===== config.mk =====
export PLATFORM = sky130hd
export DESIGN_NAME = data_upload
export DESIGN_NICKNAME = d
export VERILOG_FILES = /design/src/rtl/data_upload_pkg.sv /design/src/rtl/data_upload_spi_sync.sv /design/src/rtl/data_upload.sv
export SDC_FILE = /design/constraint.sdc
export NUM_CORES = 1
export LEC_CHECK = 0
export BUFFER_PORTS_ARGS = -buffer_cell sky130_fd_sc_hd__buf_2
export CORE_MARGIN = 2
export CORE_UTILIZATION = 65
export DETAILED_ROUTE_END_ITERATION = 7
export PLACE_DENSITY = 0.86
export SYNTH_ARGS = -nofsm -noshare
export SYNTH_HDL_FRONTEND = slang
export SYNTH_HIERARCHICAL = 1
export SYNTH_SLANG_ARGS = --single-unit

===== constraint.sdc =====
create_clock -name clk -period 11.3 [get_ports clk]
set_input_delay 2.26 -clock clk [delete_from_list [all_inputs] [get_ports clk]]
set_output_delay 2.26 -clock clk [all_outputs]
set_load 0.05 [all_outputs]

===== src/rtl/data_upload_pkg.sv =====
// data_upload shared types, constants and CRC helper.
// Optional CRC datapath: define DATA_UPLOAD_CRC_EN.
package data_upload_pkg;

  typedef enum logic [2:0] {
    S_IDLE,
    S_CMD,
    S_ADDR,
    S_DUMMY,
    S_DATA,
    S_IGNORE
  } state_t;

  localparam int          ADDR_W_DEF   = 25;
  localparam logic [7:0]  CMD_READ_DEF = 8'h57;
  localparam logic [15:0] CRC_POLY     = 16'h1021;
  localparam logic [15:0] CRC_INIT     = 16'hFFFF;

  function automatic logic [15:0] crc16_byte(
    input logic [15:0] crc,
    input logic [7:0]  b
  );
    logic [15:0] c;
    c = crc ^ {b, 8'h00};
    for (int i = 0; i < 8; i++) begin
      c = c[15] ? ((c << 1) ^ CRC_POLY) : (c << 1);
    end
    return c;
  endfunction

endpackage


===== src/rtl/data_upload_spi_sync.sv =====
// SPI pin synchronizer for data_upload.
// 2-FF sync of sck/ss/sdi plus sck and ss edge detect.
module spi_sync (
  input  logic clk,
  input  logic reset_n,
  input  logic sck,
  input  logic ss,
  input  logic sdi,
  output logic sck_rise,
  output logic sck_fall,
  output logic ss_rise,
  output logic ss_fall,
  output logic sdi_s
);

  logic [2:0] sck_q, sck_d;
  logic [2:0] ss_q, ss_d;
  logic [1:0] sdi_q, sdi_d;

  // shift each pin through its sync chain; bit 2 is the previous value
  always_comb begin
    sck_d = {sck_q[1:0], sck};
    ss_d  = {ss_q[1:0], ss};
    sdi_d = {sdi_q[0], sdi};
  end

  // sync registers; ss resets inactive so no edge is seen at reset exit
  always_ff @(posedge clk or negedge reset_n) begin
    if (!reset_n) begin
      sck_q <= 3'b000;
      ss_q  <= 3'b111;
      sdi_q <= 2'b00;
    end else begin
      sck_q <= sck_d;
      ss_q  <= ss_d;
      sdi_q <= sdi_d;
    end
  end

  assign sck_rise = sck_q[1] & ~sck_q[2];
  assign sck_fall = ~sck_q[1] & sck_q[2];
  assign ss_rise  = ss_q[1] & ~ss_q[2];
  assign ss_fall  = ~ss_q[1] & ss_q[2];
  assign sdi_s    = sdi_q[1];

endmodule


===== src/rtl/data_upload.sv =====
// data_upload: SPI slave that streams memory bytes to the IO controller.
// Optional CRC-16/CCITT of sent bytes: define DATA_UPLOAD_CRC_EN.
module data_upload
  import data_upload_pkg::*;
#(
  parameter int         ADDR_W   = ADDR_W_DEF,
  parameter logic [7:0] CMD_READ = CMD_READ_DEF
) (
  input  logic              clk,
  input  logic              reset_n,
  input  logic              sck,
  input  logic              ss,
  input  logic              sdi,
  output logic              sdo,
  output logic              sdo_oe,
  output logic              uploading,
  output logic              mem_rd,
  output logic [ADDR_W-1:0] mem_addr,
  input  logic              mem_ack,
  input  logic [7:0]        mem_data,
  output logic              underrun,
  output logic [15:0]       crc
);

  logic sck_rise, sck_fall, ss_rise, ss_fall, sdi_s;

  spi_sync u_sync (
    .clk      (clk),
    .reset_n  (reset_n),
    .sck      (sck),
    .ss       (ss),
    .sdi      (sdi),
    .sck_rise (sck_rise),
    .sck_fall (sck_fall),
    .ss_rise  (ss_rise),
    .ss_fall  (ss_fall),
    .sdi_s    (sdi_s)
  );

  state_t            state_q, state_d;
  logic [4:0]        bit_cnt_q, bit_cnt_d;
  logic [ADDR_W-1:0] sh_q, sh_d;
  logic [7:0]        tx_q, tx_d;
  logic [7:0]        buf_q, buf_d;
  logic              buf_valid_q, buf_valid_d;
  logic              discard_q, discard_d;
  logic              stale_q, stale_d;
  logic              pend_q, pend_d;
  logic              ld_q, ld_d;
  logic [ADDR_W-1:0] rd_addr_q, rd_addr_d;
  logic              mem_rd_q, mem_rd_d;
  logic [ADDR_W-1:0] mem_addr_q, mem_addr_d;
  logic              underrun_q, underrun_d;
`ifdef DATA_UPLOAD_CRC_EN
  logic [15:0]       crc_q, crc_d;
`endif

  logic              issue;
  logic [ADDR_W-1:0] iss_addr;
  logic [ADDR_W-1:0] nxt_addr;
  logic              ack_fill;
  logic              bus_free;

  // protocol FSM, prefetch buffer and single-outstanding read control
  always_comb begin
    state_d     = state_q;
    bit_cnt_d   = bit_cnt_q;
    sh_d        = sh_q;
    tx_d        = tx_q;
    buf_d       = buf_q;
    buf_valid_d = buf_valid_q;
    discard_d   = discard_q;
    stale_d     = stale_q;
    pend_d      = pend_q;
    ld_d        = ld_q;
    rd_addr_d   = rd_addr_q;
    mem_rd_d    = mem_rd_q & ~mem_ack;
    mem_addr_d  = mem_addr_q;
    underrun_d  = underrun_q;
`ifdef DATA_UPLOAD_CRC_EN
    crc_d       = crc_q;
`endif
    issue       = 1'b0;
    iss_addr    = rd_addr_q;
    nxt_addr    = rd_addr_q;
    ack_fill    = mem_ack & ~stale_q & ~discard_q;
    bus_free    = ~mem_rd_q | mem_ack;

    if (mem_ack) begin
      if (stale_q) begin
        stale_d = 1'b0;
      end else if (discard_q) begin
        discard_d = 1'b0;
        issue     = 1'b1;
      end else begin
        buf_d       = mem_data;
        buf_valid_d = 1'b1;
      end
    end

    if (ss_rise) begin
      state_d     = S_IDLE;
      issue       = 1'b0;
      pend_d      = 1'b0;
      buf_valid_d = 1'b0;
      discard_d   = 1'b0;
      ld_d        = 1'b0;
      stale_d     = mem_rd_q & ~mem_ack;
    end else begin
      unique case (state_q)
        S_IDLE: begin
          if (ss_fall) begin
            state_d     = S_CMD;
            bit_cnt_d   = '0;
            sh_d        = '0;
            underrun_d  = 1'b0;
            discard_d   = 1'b0;
            buf_valid_d = 1'b0;
            pend_d      = 1'b0;
            ld_d        = 1'b0;
`ifdef DATA_UPLOAD_CRC_EN
            crc_d       = CRC_INIT;
`endif
          end
        end
        S_CMD: begin
          if (sck_rise) begin
            sh_d      = {sh_q[ADDR_W-2:0], sdi_s};
            bit_cnt_d = bit_cnt_q + 5'd1;
            if (bit_cnt_q == 5'd7) begin
              bit_cnt_d = '0;
              state_d   = (sh_d[7:0] == CMD_READ) ? S_ADDR : S_IGNORE;
            end
          end
        end
        S_ADDR: begin
          if (sck_rise) begin
            sh_d      = {sh_q[ADDR_W-2:0], sdi_s};
            bit_cnt_d = bit_cnt_q + 5'd1;
            if (bit_cnt_q == 5'd31) begin
              bit_cnt_d = '0;
              issue     = 1'b1;
              iss_addr  = sh_d;
              state_d   = S_DUMMY;
            end
          end
        end
        S_DUMMY: begin
          if (sck_rise) begin
            bit_cnt_d = bit_cnt_q + 5'd1;
            if (bit_cnt_q == 5'd7) begin
              bit_cnt_d = '0;
              ld_d      = 1'b1;
              state_d   = S_DATA;
            end
          end
        end
        S_DATA: begin
          if (sck_rise) begin
            bit_cnt_d = bit_cnt_q + 5'd1;
            if (bit_cnt_q == 5'd7) begin
              bit_cnt_d = '0;
              ld_d      = 1'b1;
            end
          end else if (sck_fall) begin
            if (ld_q) begin
              ld_d = 1'b0;
              if (buf_valid_q | ack_fill) begin
                tx_d        = buf_valid_q ? buf_q : mem_data;
                buf_valid_d = 1'b0;
                issue       = 1'b1;
                iss_addr    = rd_addr_q;
              end else begin
                tx_d       = 8'hFF;
                underrun_d = 1'b1;
                discard_d  = 1'b1;
              end
`ifdef DATA_UPLOAD_CRC_EN
              crc_d = crc16_byte(crc_q, tx_d);
`endif
            end else begin
              tx_d = {tx_q[6:0], 1'b0};
            end
          end
        end
        S_IGNORE: begin
        end
        default: state_d = S_IDLE;
      endcase
    end

    if (!ss_rise) begin
      if ((issue | pend_q) & bus_free) begin
        nxt_addr   = issue ? iss_addr : rd_addr_q;
        mem_rd_d   = 1'b1;
        mem_addr_d = nxt_addr;
        rd_addr_d  = nxt_addr + ADDR_W'(1);
        pend_d     = 1'b0;
      end else if (issue) begin
        pend_d    = 1'b1;
        rd_addr_d = iss_addr;
      end
    end
  end

  // state registers
  always_ff @(posedge clk or negedge reset_n) begin
    if (!reset_n) begin
      state_q     <= S_IDLE;
      bit_cnt_q   <= '0;
      sh_q        <= '0;
      tx_q        <= '0;
      buf_q       <= '0;
      buf_valid_q <= 1'b0;
      discard_q   <= 1'b0;
      stale_q     <= 1'b0;
      pend_q      <= 1'b0;
      ld_q        <= 1'b0;
      rd_addr_q   <= '0;
      mem_rd_q    <= 1'b0;
      mem_addr_q  <= '0;
      underrun_q  <= 1'b0;
`ifdef DATA_UPLOAD_CRC_EN
      crc_q       <= CRC_INIT;
`endif
    end else begin
      state_q     <= state_d;
      bit_cnt_q   <= bit_cnt_d;
      sh_q        <= sh_d;
      tx_q        <= tx_d;
      buf_q       <= buf_d;
      buf_valid_q <= buf_valid_d;
      discard_q   <= discard_d;
      stale_q     <= stale_d;
      pend_q      <= pend_d;
      ld_q        <= ld_d;
      rd_addr_q   <= rd_addr_d;
      mem_rd_q    <= mem_rd_d;
      mem_addr_q  <= mem_addr_d;
      underrun_q  <= underrun_d;
`ifdef DATA_UPLOAD_CRC_EN
      crc_q       <= crc_d;
`endif
    end
  end

  assign sdo       = (state_q == S_DATA) & tx_q[7];
  assign sdo_oe    = (state_q == S_DUMMY) | (state_q == S_DATA);
  assign uploading = (state_q == S_ADDR) | sdo_oe;
  assign mem_rd    = mem_rd_q;
  assign mem_addr  = mem_addr_q;
  assign underrun  = underrun_q;
`ifdef DATA_UPLOAD_CRC_EN
  assign crc       = crc_q;
`else
  assign crc       = 16'h0000;
`endif

endmodule


==> results.toml, run 1 <==
[run_status]
run_status = "complete, no violations"

[sta]
rsz0062_at_grt = "false"
fin_crit_sh = 0.395
fin_skew_ns = 0.00984
setup_tns_ns = 0
slew_headroom = 0.394
hold_ws_ns = 0.355
fin_crit_ns = 4.46
hold_viol = 0
fmax_mhz = 224
worst_slew_pin_slew_ns = 0.897
final_max_slew_viol_count = 0
setup_viol = 0

[clock_tree]
root_buffer = "clkbuf_8"
numCtsBuffers = 17
htree_levels = 4
cts_tree = "done"
cts_hold_buf = 0
ctsResizeCount = 0
clk_path_buf_depth = 2
path_clk_slew_ns = 0.05
cts.sinks = 113
cts_setup_buffers = 0
clk_latency_ns = 0.52

[floorplanning]
start_util = 0.664
core_area_sq_um = 9730
die-area_sq_um = 10800
fp-row-count = 36
die_h_microns = 104
dieWidth_microns = 104
ioPinCount = 60

[global_routing]
grt_pass1_wl_microns = 25900
grt_antenna_before_repair = 0
overflow = 0
grt_pass1_vias = 5443
grt_util_all_layers = 0.295
grt_max_degree = 64

[place]
dp.cells = 877
dpl_cell_area_sq_um = 6620
gp_congestion = 0.924
hpwl_microns = 9830
portBuffers = 43

[worst_setup_path]
cp_slowest_cell = "dfrtp_1"
crit_path_max_fanout = 20
crit_family = "flip-flops"
path_cells = "nor3b_2 > and2_1 > buf_2"
end_kind = "primary output"
crit_arrival_ns = 2.20
crit_type = "reg2out"
required_ns = 9.04
max_stage_delay_ns = 0.71
critPathLaunchType = "flip-flop"
cp_num_buf_inv = 1

[job]
cap_violations = 0

[hold_path]
hold_path.class = "reg2reg"

[power_and_ir_drop]
power.leakage_uw = 0.00304
p_per_area_nw_per_um2 = 216
ir_drop_mv = 0.142

[final_layout]
design_area_sq_um = 7230
fin_nets = 780
diodes = 0
syn2layout_area_growth_pct = 11.9
finalNonFillerCells = 908
drive_gt1_frac = 0.142

[synthesis]
synthDominantCellAreaShare = 0.426
synthFlopType = "dfrtp_1"
synth_edf_count = 0
yosys_warnings = 6
async_flop_share = 1.00
yosysUniqueCellTypes = 81
netlist_top_cells_area = "dfrtp_1, nand2_1, o21ai_0"
synthCells = 743
ys_seq_area_frac = 0.438
syn_area_per_cell_sq_um = 8.70
ys_ff_latch = 113
netlist_area_sq_um = 6460
yosys.area.top_type = "dfrtp_1"

[routing]
wire_per_inst_microns = 16.8
drt_wl_total_microns = 15300
avgViaCountPerCell = 6.37
drtPass1Iterations = 6
vias = 5781
drc = 0
drtIter0Drc = 567
final_antenna_net_count = 0
cells in the final DEF (no fill, tap or decap), types with 9 or more instances in the layout:
cell type and instances:
dfrtp_1 110, mux2i_1 20, nand3_1 24, mux2_2 9, conb_1 16, nor2_1 58
nand4_1 10, inv_1 10, nand2_1 138, nor3_1 18, buf_2 42, a21oi_1 27
a31oi_1 16, clkbuf_16 16, xnor2_1 9, and3_1 12, o21ai_0 72
path summary, 6_finish.rpt:
path | start | to | slack [ns] | cells after the start
max reg2reg | u_sync/ss_q[1]$_DFF_PN1_ | rd_addr_q[14]$_DFFE_PN0N_ | 7.23 | 13
min in group asynchronous | reset_n | mem_addr[5]$_DFFE_PN0P_ | 1.78 | 1
max | state_q[2]$_DFFE_PN0P_ | sdo | 6.84 | 3
min | u_sync/sdi_q[0]$_DFF_PN0_ | u_sync/sdi_q[1]$_DFF_PN0_ | 0.35 | 0
max in group asynchronous | reset_n | rd_addr_q[8]$_DFFE_PN0N_ | 8.26 | 2
min reg2reg | u_sync/sdi_q[0]$_DFF_PN0_ | u_sync/sdi_q[1]$_DFF_PN0_ | 0.35 | 0
Yosys cell counts, types with 3 or more instances:
cell      instances
nand2_1         138
dfrtp_1         110
o21ai_0          72
nor2_1           58
clkbuf_1         30
a21oi_1          27
nand3_1          24
mux2i_1          20
buf_4            18
nor3_1           18
a31oi_1          16
and3_1           12
buf_2            11
inv_1            10
nand4_1          10
mux2_2            9
xnor2_1           9
and4_1            8
o21a_1            7
a221o_1           6
and2_1            6
nand2b_1          6
o211ai_1          6
xor2_1            6
a22oi_1           5
a211oi_1          4
a21o_1            4
and2b_2           4
nor2b_1           4
o22ai_1           4
or3_1             4
a211o_1           3
dfstp_2           3
ha_1              3
nand3b_1          3
o21ai_1           3
o311ai_0          3
o31ai_1           3
registers in the layout, indices dropped and copies added, names as in the netlist:
signal / cells
stale_q: 1
pend_q: 1
mem_addr: 25
discard_q: 1
buf_valid_q: 1
underrun: 1
u_sync/sdi_q: 2
rd_addr_q: 25
buf_q: 8
tx_q: 8
state_q: 3
u_sync/sck_q: 3
bit_cnt_q: 5
mem_rd: 1
u_sync/ss_q: 3
sh_q: 24
ld_q: 1
where the power goes:
| part | internal [uW] | switching [uW] |
|---|---|---|
| clock | 373 | 180 |
| combinational | 129 | 331 |
| sequential | 476 | 74.5 |
metrics by stage:
step / power (uW) / worst slack (ns) / utilization
2_1_floorplan: 903 / 6.91 / -
3_3_place_gp: 993 / 6.90 / 0.680
3_5_place_dp: 1010 / 6.85 / 0.680
4_1_cts: 1570 / 6.84 / 0.743
5_1_grt: 1640 / 6.71 / 0.743
6_report: 1560 / 6.84 / 0.743
area by class of cell:
cell class	count	area [sq um]
multi-input combinational	572	3320
sequential	113	2830
fill	700	2500
clock buffer	21	459
timing repair buffer	48	255
tap	133	166
clock inverter	10	158
inverter	11	41.3
kinds of logic after synthesis:
kind of cell,after synthesis,synth area share
compound gates,196,0.200
xor+xnor,15,0.0203
fa+ha+maj,3,0.00581
buf+inv,73,0.0573
flops,113,0.438
mux,30,0.0484
other cells,1,0.000580
simple gates,312,0.230
metal layers:
metal	wire, microns	GRT usage	share of wire
met3	1270	0.0686	0.083
met4	310	0.134	0.020
met2	7310	0.471	0.48
met1	6360	0.386	0.42
met5	0	0	0
(Power assumes the default switching activity.)
==> run 2: changes to the inputs <==
CORE_UTILIZATION = 60   (was 65)
PLACE_DENSITY = 0.8   (was 0.86)
clock period = 4.3 ns   (was 11.3 ns; I/O delays follow)
==> results.toml, run 2 (synthesis gave the netlist of run 1 again) <==
[clock_tree]
ctsResizeCount = 0
cts_tree = "done"
root_buffer = "clkbuf_8"
numCtsBuffers = 17
htree_levels = 4
cts.sinks = 113
cts_setup_buffers = 0
clk_path_buf_depth = 2
clk_latency_ns = 0.54
path_clk_slew_ns = 0.05
cts_hold_buf = 0

[hold_path]
hold_path.class = "reg2reg"

[sta]
fin_skew_ns = 0.0115
hold_viol = 0
worst_slew_pin_slew_ns = 1.16
fin_crit_ns = 3.62
slew_headroom = 0.227
setup_tns_ns = 0
worst_slack_ns = 0.682
fin_crit_sh = 0.841
final_max_slew_viol_count = 0
rsz0062_at_grt = "false"
setup_viol = 0
fmax_mhz = 276

[routing]
drtIter0Drc = 432
drc = 0
final_antenna_net_count = 0
vias = 5680
avgViaCountPerCell = 6.22
wire_per_inst_microns = 16.8
drt_wl_total_microns = 15400
drtPass1Iterations = 5

[floorplanning]
die-area_sq_um = 11600
ioPinCount = 60
dieWidth_microns = 108
die_h_microns = 108
core_area_sq_um = 10400
fp-row-count = 37
start_util = 0.621

[power_and_ir_drop]
power.leakage_uw = 0.00301
p_per_area_nw_per_um2 = 543
ir_drop_mv = 0.409

[job]
cap_violations = 0

[place]
hpwl_microns = 10100
pre_cts_ws_ns = 0.738
gp_congestion = 0.965
portBuffers = 43

[global_routing]
grt_pass1_wl_microns = 25600
overflow = 0
grt_max_degree = 58
grt_pass1_vias = 5223
grt_util_all_layers = 0.282
grt_antenna_before_repair = 0

[run_status]
run_status = "complete, no violations"

[worst_setup_path]
end_kind = "flip-flop"
crit_type = "reg2reg"
required_ns = 4.72
crit_path_max_fanout = 10
crit_arrival_ns = 4.04
critPathLaunchType = "flip-flop"

[final_layout]
drive_gt1_frac = 0.140
fin_nets = 781
syn2layout_area_growth_pct = 10.5
diodes = 0
final_common_cell = "nand2_1"
mostFrequentLayoutCells = "nand2_1, dfrtp_1, o21ai_0"
-- run 2: area by class of cell --
| cell class | instances | area (sq um) |
|---|---|---|
| Clock buffer | 26 | 488 |
| Sequential cell | 113 | 2830 |
| Fill cell | 828 | 3270 |
| Timing Repair Buffer | 49 | 263 |
| Multi-Input combinational cell | 572 | 3320 |
| Tap cell | 136 | 170 |
| Clock inverter | 6 | 30.0 |
| Inverter | 11 | 41.3 |
-- run 2: final timing paths --
path                                      startpoint                        end  slack, ns  depth (start not counted)
min reg2reg                u_sync/sdi_q[0]$_DFF_PN0_  u_sync/sdi_q[1]$_DFF_PN0_       0.35                          0
max reg2reg                 bit_cnt_q[0]$_DFFE_PN0P_  rd_addr_q[14]$_DFFE_PN0N_       0.68                         14
max in group asynchronous                    reset_n   u_sync/ss_q[1]$_DFF_PN1_       3.05                          2
max                         bit_cnt_q[0]$_DFFE_PN0P_  rd_addr_q[14]$_DFFE_PN0N_       0.68                         14
min in group asynchronous                    reset_n    mem_addr[5]$_DFFE_PN0P_       0.37                          1
min                        u_sync/sdi_q[0]$_DFF_PN0_  u_sync/sdi_q[1]$_DFF_PN0_       0.35                          0
-- run 2: stage by stage --
stage                     power [uW]  std cells  instance area (sq um)  hold slack [ns]  utilization
after global routing            4090        913                   7150            0.347        0.686
final                           3880        913                   7150            0.346        0.686
after CTS                       3890        913                   7150            0.348        0.686
after global placement          2620        881                   6630            0.332        0.636
after floorplan                 2370        758                   6520            0.331            -
after detailed placement        2660        881                   6630            0.339        0.636
-- run 2: worst max-delay path, cell delays in order (launching register included) --
cell	delay, ns
dfrtp_1	0.40
ha_1	0.24
and3_1	0.20
ha_1	0.22
and3_1	0.31
and2_2	0.28
mux2i_1	0.18
inv_1	0.09
ha_1	0.22
inv_1	0.08
a2111oi_0	0.41
o21ai_1	0.25
nor3_1	0.19
nor2_1	0.07
a221o_1	0.37
-- run 2: per-layer routing --
layer	track usage	vias to the layer above	share of wire
met3	0.0696	28	0.072
met2	0.437	239	0.47
met4	0.111	0	0.018
li1	-	2681	-
met1	0.382	2732	0.44
met5	0	-	0
-- run 2: power breakdown --
part / leakage, uW / total (uW) / internal [uW] / switching [uW]
logic: 0.00139 / 1200 / 332 / 871
registers: 0.00136 / 1450 / 1250 / 195
clock network: 0.000262 / 1230 / 761 / 466
total: 0.00301 / 3880 / 2350 / 1530
